**src/rtl/serial_frame_rx.sv**
```systemverilog
// Single-wire serial frame receiver: start bit, WIDTH data bits LSB-first,
// optional even parity, stop bit; mid-bit sampling and a one-cycle result strobe.
module serial_frame_rx #(
    parameter int unsigned WIDTH        = 8,
    parameter int unsigned CLKS_PER_BIT = 4,
    parameter int unsigned PARITY_EN    = 1
) (
    input  logic             clk,
    input  logic             reset,
    input  logic             d,
    output logic [WIDTH-1:0] data_out,
    output logic             valid,
    output logic             parity_err,
    output logic             frame_err,
    output logic             busy
);

    localparam int unsigned CntW = $clog2(CLKS_PER_BIT);
    localparam int unsigned IdxW = (WIDTH > 1) ? $clog2(WIDTH) : 1;

    localparam logic [CntW-1:0] CntHalf = CntW'(CLKS_PER_BIT / 2);
    localparam logic [CntW-1:0] CntLast = CntW'(CLKS_PER_BIT - 1);
    localparam logic [IdxW-1:0] IdxLast = IdxW'(WIDTH - 1);

    localparam logic [2:0] StIdle   = 3'd0;
    localparam logic [2:0] StStart  = 3'd1;
    localparam logic [2:0] StData   = 3'd2;
    localparam logic [2:0] StParity = 3'd3;
    localparam logic [2:0] StStop   = 3'd4;

    logic [2:0]       state_q, state_d;
    logic [CntW-1:0]  cnt_q, cnt_d;
    logic [IdxW-1:0]  idx_q, idx_d;
    logic [WIDTH-1:0] shift_q, shift_d;
    logic             par_q, par_d;
    logic [WIDTH-1:0] data_q, data_d;
    logic             valid_q, valid_d;
    logic             perr_q, perr_d;
    logic             ferr_q, ferr_d;

    logic [WIDTH-1:0] shift_in;
    logic             mid_bit;
    logic             last_clk;

    // New bits enter at the MSB so that after WIDTH shifts the first bit sits at bit 0.
    if (WIDTH > 1) begin : g_shift_wide
        assign shift_in = {d, shift_q[WIDTH-1:1]};
    end else begin : g_shift_one
        assign shift_in = d;
    end

    assign mid_bit  = (cnt_q == CntHalf);
    assign last_clk = (cnt_q == CntLast);

    always_comb begin
        state_d = state_q;
        cnt_d   = cnt_q;
        idx_d   = idx_q;
        shift_d = shift_q;
        par_d   = par_q;
        data_d  = data_q;
        valid_d = 1'b0;
        perr_d  = 1'b0;
        ferr_d  = 1'b0;

        if (state_q != StIdle) begin
            cnt_d = last_clk ? '0 : cnt_q + CntW'(1);
        end

        case (state_q)
            StIdle: begin
                // The detect edge itself counts as cnt=0 of the start bit.
                if (!d) begin
                    state_d = StStart;
                    cnt_d   = CntW'(1);
                    idx_d   = '0;
                end
            end
            StStart: begin
                if (mid_bit && d) begin
                    state_d = StIdle;
                    cnt_d   = '0;
                end else if (last_clk) begin
                    state_d = StData;
                end
            end
            StData: begin
                if (mid_bit) begin
                    shift_d = shift_in;
                end
                if (last_clk) begin
                    if (idx_q == IdxLast) begin
                        idx_d   = '0;
                        state_d = (PARITY_EN != 0) ? StParity : StStop;
                    end else begin
                        idx_d = idx_q + IdxW'(1);
                    end
                end
            end
            StParity: begin
                if (mid_bit) begin
                    par_d = d;
                end
                if (last_clk) begin
                    state_d = StStop;
                end
            end
            StStop: begin
                // Leave at the sample point so a start bit right after the stop is caught.
                if (mid_bit) begin
                    state_d = StIdle;
                    cnt_d   = '0;
                    if (d) begin
                        data_d  = shift_q;
                        valid_d = 1'b1;
                        perr_d  = (PARITY_EN != 0) && (par_q != (^shift_q));
                    end else begin
                        ferr_d = 1'b1;
                    end
                end
            end
            default: begin
                state_d = StIdle;
                cnt_d   = '0;
            end
        endcase
    end

    always_ff @(posedge clk) begin
        if (reset) begin
            state_q <= StIdle;
            cnt_q   <= '0;
            idx_q   <= '0;
            shift_q <= '0;
            par_q   <= 1'b0;
            data_q  <= '0;
            valid_q <= 1'b0;
            perr_q  <= 1'b0;
            ferr_q  <= 1'b0;
        end else begin
            state_q <= state_d;
            cnt_q   <= cnt_d;
            idx_q   <= idx_d;
            shift_q <= shift_d;
            par_q   <= par_d;
            data_q  <= data_d;
            valid_q <= valid_d;
            perr_q  <= perr_d;
            ferr_q  <= ferr_d;
        end
    end

    assign data_out   = data_q;
    assign valid      = valid_q;
    assign parity_err = perr_q;
    assign frame_err  = ferr_q;
    assign busy       = (state_q != StIdle);

endmodule

```
**config.mk**
```make
export PLATFORM = sky130hd
export DESIGN_NAME = serial_frame_rx
export DESIGN_NICKNAME = d
export VERILOG_FILES = /design/src/rtl/serial_frame_rx.sv
export SDC_FILE = /design/constraint.sdc
export NUM_CORES = 1
export LEC_CHECK = 0
export BUFFER_PORTS_ARGS = -buffer_cell sky130_fd_sc_hd__buf_2
export CORE_MARGIN = 3
export CORE_UTILIZATION = 35
export CTS_CLUSTER_SIZE = 12
export DETAILED_ROUTE_END_ITERATION = 12
export PLACE_DENSITY_LB_ADDON = 0.12
export SYNTH_ARGS = -nofsm -noshare
export SYNTH_HDL_FRONTEND = slang
export SYNTH_SLANG_ARGS = --single-unit
```
**constraint.sdc**
```tcl
create_clock -name clk -period 3.36 [get_ports clk]
set_clock_uncertainty 0.1 [all_clocks]
set_input_delay 0.168 -clock clk [delete_from_list [all_inputs] [get_ports clk]]
set_output_delay 0.168 -clock clk [all_outputs]
set_load 0.02 [all_outputs]
```
Word level (Yosys, flattened, before mapping). Index checks and enable logic that the tools add are counted.

Logic and storage cells: 61. Output and inout port bits: 12. Bits in registers: 28.

$add $sub $neg: 2. Bitwise operators: 3. Reduce and logical (&&, ||, !) cells: 13. Muxes and demuxes: 20. Equal/unequal tests: 14.

Operators by type and width (number): 3-bit 2-to-1 mux (10); 3-bit case mux with 5 select lines (1); 2-bit 2-to-1 mux (5); 2-bit inequality test, second input constant (5); 2-bit case mux with 4 select lines (1); 8-bit parity (1); 3-bit by 2-bit == test with 1-bit output, second input constant (2); 3-bit == test, second input constant (2); 3-bit case mux with 2 select lines (1); 3-bit AND reduction (2); 6-bit AND reduction (1); 2-bit == test, second input constant (2); 2-bit AND reduction (2); 4-bit OR reduction (1); 3-bit by 1-bit adder with 3-bit output, second input constant (1); 3-bit by 1-bit == test with 1-bit output, second input constant (1); 3-bit zero test (1); 3-bit inequality test, second input constant (1); 1-bit NOT (3); 3-bit nonzero test (1); 3-bit OR reduction (1); 2-bit by 1-bit adder with 2-bit output, second input constant (1); 1-bit 2-to-1 mux (2); 2-bit nonzero test (1); other kinds (3) (3).

Logic depth before layout (Yosys ltp).
Depth after elaboration: 5. Gate-level depth with buffers: 6. Depth with buffers taken out: 6.

Worst setup path after synthesis. Ideal clock, no wire load.

Kind: register to register. Start point: register cnt_q[0]. End point: register cnt_q[0]. Slack: 1928 ps. Stages on the path, launching flop included: 7. Library setup time: 92 ps. Data arrival time: 1239 ps. Cell sequence: dfxtp_1 inv_1 ha_1 a21boi_0 o21bai_1 a21o_1 o32ai_1.

Cells in the longest elaborated chain, start to end: 5. Elaborated cells between the ends (all ways): 10.

Ends and longest elaborated chain: start, declared (line 32) `logic [CntW-1:0] cnt_q, cnt_d;`; start signal, assigned (line 142) `cnt_q <= cnt_d;`; 2-bit by 1-bit adder with 2-bit output or 2-bit == test (tied branches) (line 67, 53); 2-bit 2-to-1 mux (line 67) `cnt_d = last_clk ? '0 : cnt_q + CntW'(1);`; 2-bit 2-to-1 mux (line 66) `if (state_q != StIdle) begin`; 2-bit 2-to-1 mux, on equally long branches (line 110, 73, 80); 2-bit case mux with 4 select lines (*) (line 70) `case (state_q)`.

Every way passes the cells marked *; elsewhere a longest branch is shown, timed or not. A chain may end at the register's enable or synchronous reset.

Worst setup path in the final report.
Start point: register cnt_q[0]. End point: register data_q[7] (netlist: data_out[7]).

Cells in the longest elaborated chain, start to end: 2.

Ends and longest elaborated chain: 2-bit == test (line 52) `assign mid_bit = (cnt_q == CntHalf);`; 3-bit AND reduction (no source line); end signal, assigned (line 146) `data_q <= data_d;`; end, declared (line 36) `logic [WIDTH-1:0] data_q, data_d;`.

No other way between the ends.

==> flow_summary_export.csv <==
group,metric,value,unit
logic_synthesis,async_flop_share,0,%
layout,area_growth,10.3,%
power,vdd_drop_max,160,uV
worst_setup_path,path_max_fanout,10,
routing,wl_met3,98,um
logic_synthesis,synth_top_family_by_area,"simple AND/OR/NAND/NOR gates",
floorplanning,rows,21,
logic_synthesis,synth_edf_count,0,
worst_setup_path,r2r_start,"cnt_q[0]",
grt,grt_pass1_wl,3730,um
worst_setup_path,required,3.47,ns
logic_synthesis,syn_inst,126,
placed_design,dp_worst_setup_slack,1.45,ns
placed_design,portBuffers,14,
grt,grt_antenna_before_repair,0,
grt,grt_pass1_vias,858,
logic_synthesis,synthAdderAreaFrac,4.00,%
routing,dr.first_iter.drc_count,51,
run,maxCapViolCount,0,
sta,fmax,523,MHz
placed_design,dp_hpwl,1480,um
clock_network,post_cts_buffers,0,
logic_synthesis,synth_xor_area_share,6.00,%
logic_synthesis,seq_area_frac_synth,44.8,%
sta,finalCritPeriodShare,56.9,%
routing,routed_wl,2130,um
logic_synthesis,synth.distinct_cells,35,
grt,grt_usage,10.6,%
sta,period_needed,1.91,ns
logic_synthesis,synth_flop_cell,"dfxtp_1",
worst_setup_path,rr_worst_depth,5,
clock_network,ctsHoldBuffers,0,
power,cellLeakagePower,0.602,nW
worst_setup_path,crit_start,"cnt_q[0]",
logic_synthesis,synthTopCellsByCount,"dfxtp_1, nor2_1, mux2i_1",
floorplanning,fp.coreArea,0.00339,mm2
sta,setup_tns,0,ns
sta,rsz0062_at_grt,"no",
clock_network,cts_buffers,3,
sta,relSlewSlack,52.0,%
placed_design,detailed_place.area,0.00133,mm2
min_path,worstHoldStart,"d",
sta,setup_viol,0,
clock_network,cts_num_sinks,28,
floorplanning,die-area,0.00433,mm2
logic_synthesis,netlist_area,0.00125,mm2
layout,nets,144,
routing,drt_first_pass_iters,4,
routing,highest_layer,"met4",
floorplanning,die_x,65.8,um
clock_network,cts.clk_slew.worst_paths,0.15,ns
layout,drive_gt1_share,16.9,%
grt,overflow,0,
logic_synthesis,yosys-top-cells-area,"dfxtp_1, mux2i_1, nor2_1",
routing,drc,0,
worst_setup_path,rrSetupSlack,1.45,ns
clock_network,cts_tree,"done",
logic_synthesis,synthMuxAreaShare,13.6,%
layout,fillCellCount,340,
clock_network,post_cts_resized,0,
min_path,min-delay-path-class,"in -> reg",
routing,vias_per_cell,4.71,
logic_synthesis,synth_most_common_cell,"dfxtp_1",
sta,worstMarginPinSlew,0.717,ns
routing,wl_per_cell,11.7,um
sta,fin_ws,1.45,ns
placed_design,gp_congestion,0.706,
routing,met1_length,1110,um
floorplanning,start_util,36.9,%
floorplanning,die_y,65.8,um
clock_network,cts_buffer_depth,2,
logic_synthesis,synth_top_area_cell,"dfxtp_1",
worst_setup_path,startpoint_type,"flip-flop",
layout,stdcell_area,0.00138,mm2
sta,hold_viol_final,0,
worst_setup_path,rr_endpoint,"data_out[7]",
routing,met2WireLength,908,um
routing,ant_nets,0,
logic_synthesis,synth_warnings,0,
logic_synthesis,synthSimpleGateAreaFrac,18.8,%
worst_setup_path,worst-endpoint-arrival,2.03,ns
power,power,589,uW
power,p_per_area,427,mW/mm2
logic_synthesis,syn-mean-instance-area,9.93,um2
worst_setup_path,critical_path_class,"reg -> reg",
floorplanning,io_pins,15,
grt,grt_max_degree,27,
clock_network,clock_latency,0.32,ns
logic_synthesis,ys_seq_elements,28,
worst_setup_path,end_kind,"flip-flop",
logic_synthesis,synth_top_cell_area_share,44.8,%
run_status,status,"finished clean",
layout,num_antenna_cells,0,
routing,vias,857,
logic_synthesis,synth_compound_area_share,8.40,%
sta,slew_violations,0,
clock_network,cts_root_buffer,"clkbuf_4",
worst_setup_path,critPathCapture,"data_out[7]",
logic_synthesis,syn-num-nets,133,
clock_network,h-tree-depth,1,
[per-stage QoR]
| stage | std cells | util [%] | hold slack [ns] |
|---|---|---|---|
| 4_1_cts | 182 | 40.7 | 0.0185 |
| 6_report | 182 | 40.7 | 0.0324 |
| 3_3_place_gp | 178 | 39.2 | 0.361 |
| 5_1_grt | 182 | 40.7 | 0.0251 |
| 3_5_place_dp | 178 | 39.2 | 0.375 |
| 2_1_floorplan | 126 | - | 0.319 |
[cell usage in the layout, fill, tap and decap left out, drive strengths merged]
master and instances:
inv 1, and3 1, mux2i 17, and3b 1
o21bai 1, clkbuf 3, a211oi 1, nor2 21
a211o 1, nand4 1, or3 1, nand2b 3
a31oi 1, ha 4, o21ai 1, a21o 1
nand2 5, o32ai 1, dfxtp 28, nand3 6
xnor3 1, o22ai 1, bufinv 1, a21boi 2
nor3 2, or2 1, nor2b 4, a21oi 4
buf 14, xnor2 6, nand3b 1
[routing by layer]
layer	vias to the layer above	track usage, %
met2	15	16.5
met5	-	0
li1	446	-
met4	0	3.11
met1	394	14.7
met3	2	2.38
[final cells by class]
type | count | area [um2] | area share [%]
Multi-Input combinational cell | 89 | 636 | 46.1
Sequential cell | 28 | 561 | 40.6
Timing Repair Buffer | 14 | 70.1 | 5.08
Tap cell | 46 | 57.6 | 4.17
Clock inverter | 1 | 30.0 | 2.18
Clock buffer | 3 | 22.5 | 1.63
Inverter | 1 | 3.75 | 0.272
[how the worst min path moves through the flow]
stage,end,slack [ns],depth (start not counted)
after CTS,frame_err,0.02,2
after detailed placement,idx_q[2],0.37,2
after floorplan,frame_err,0.32,2
final,frame_err,0.03,2
after global placement,idx_q[2],0.36,2
after global routing,frame_err,0.03,2
[flip-flops by register name, indices dropped and copies added (netlist names)]
name        cells
state_q         3
shift_q         8
parity_err      1
frame_err       1
par_q           1
valid           1
cnt_q           2
data_out        8
idx_q           3
[worst max-delay path, cell delays in order, from the launching register on]
cell and delay (ns):
dfxtp_1 0.36, inv_1 0.06, ha_1 0.27, nand4_1 0.61
mux2i_1 0.34, nor2_1 0.06
[where the power goes]
| group | switching (mW) | total [mW] | internal, mW |
|---|---|---|---|
| combinational | 0.0180 | 0.0306 | 0.0126 |
| clock | 0.0967 | 0.217 | 0.121 |
| sequential | 0.00566 | 0.341 | 0.336 |
[cell families (layout without fill, tap and decap cells)]
group / Yosys count / after routing
buf+inv: 9 / 19
simple gates: 47 / 47
fa+ha+maj: 4 / 4
flops: 28 / 28
compound gates: 14 / 14
mux: 17 / 17
xor+xnor: 7 / 7
(Power assumes the default switching activity.)
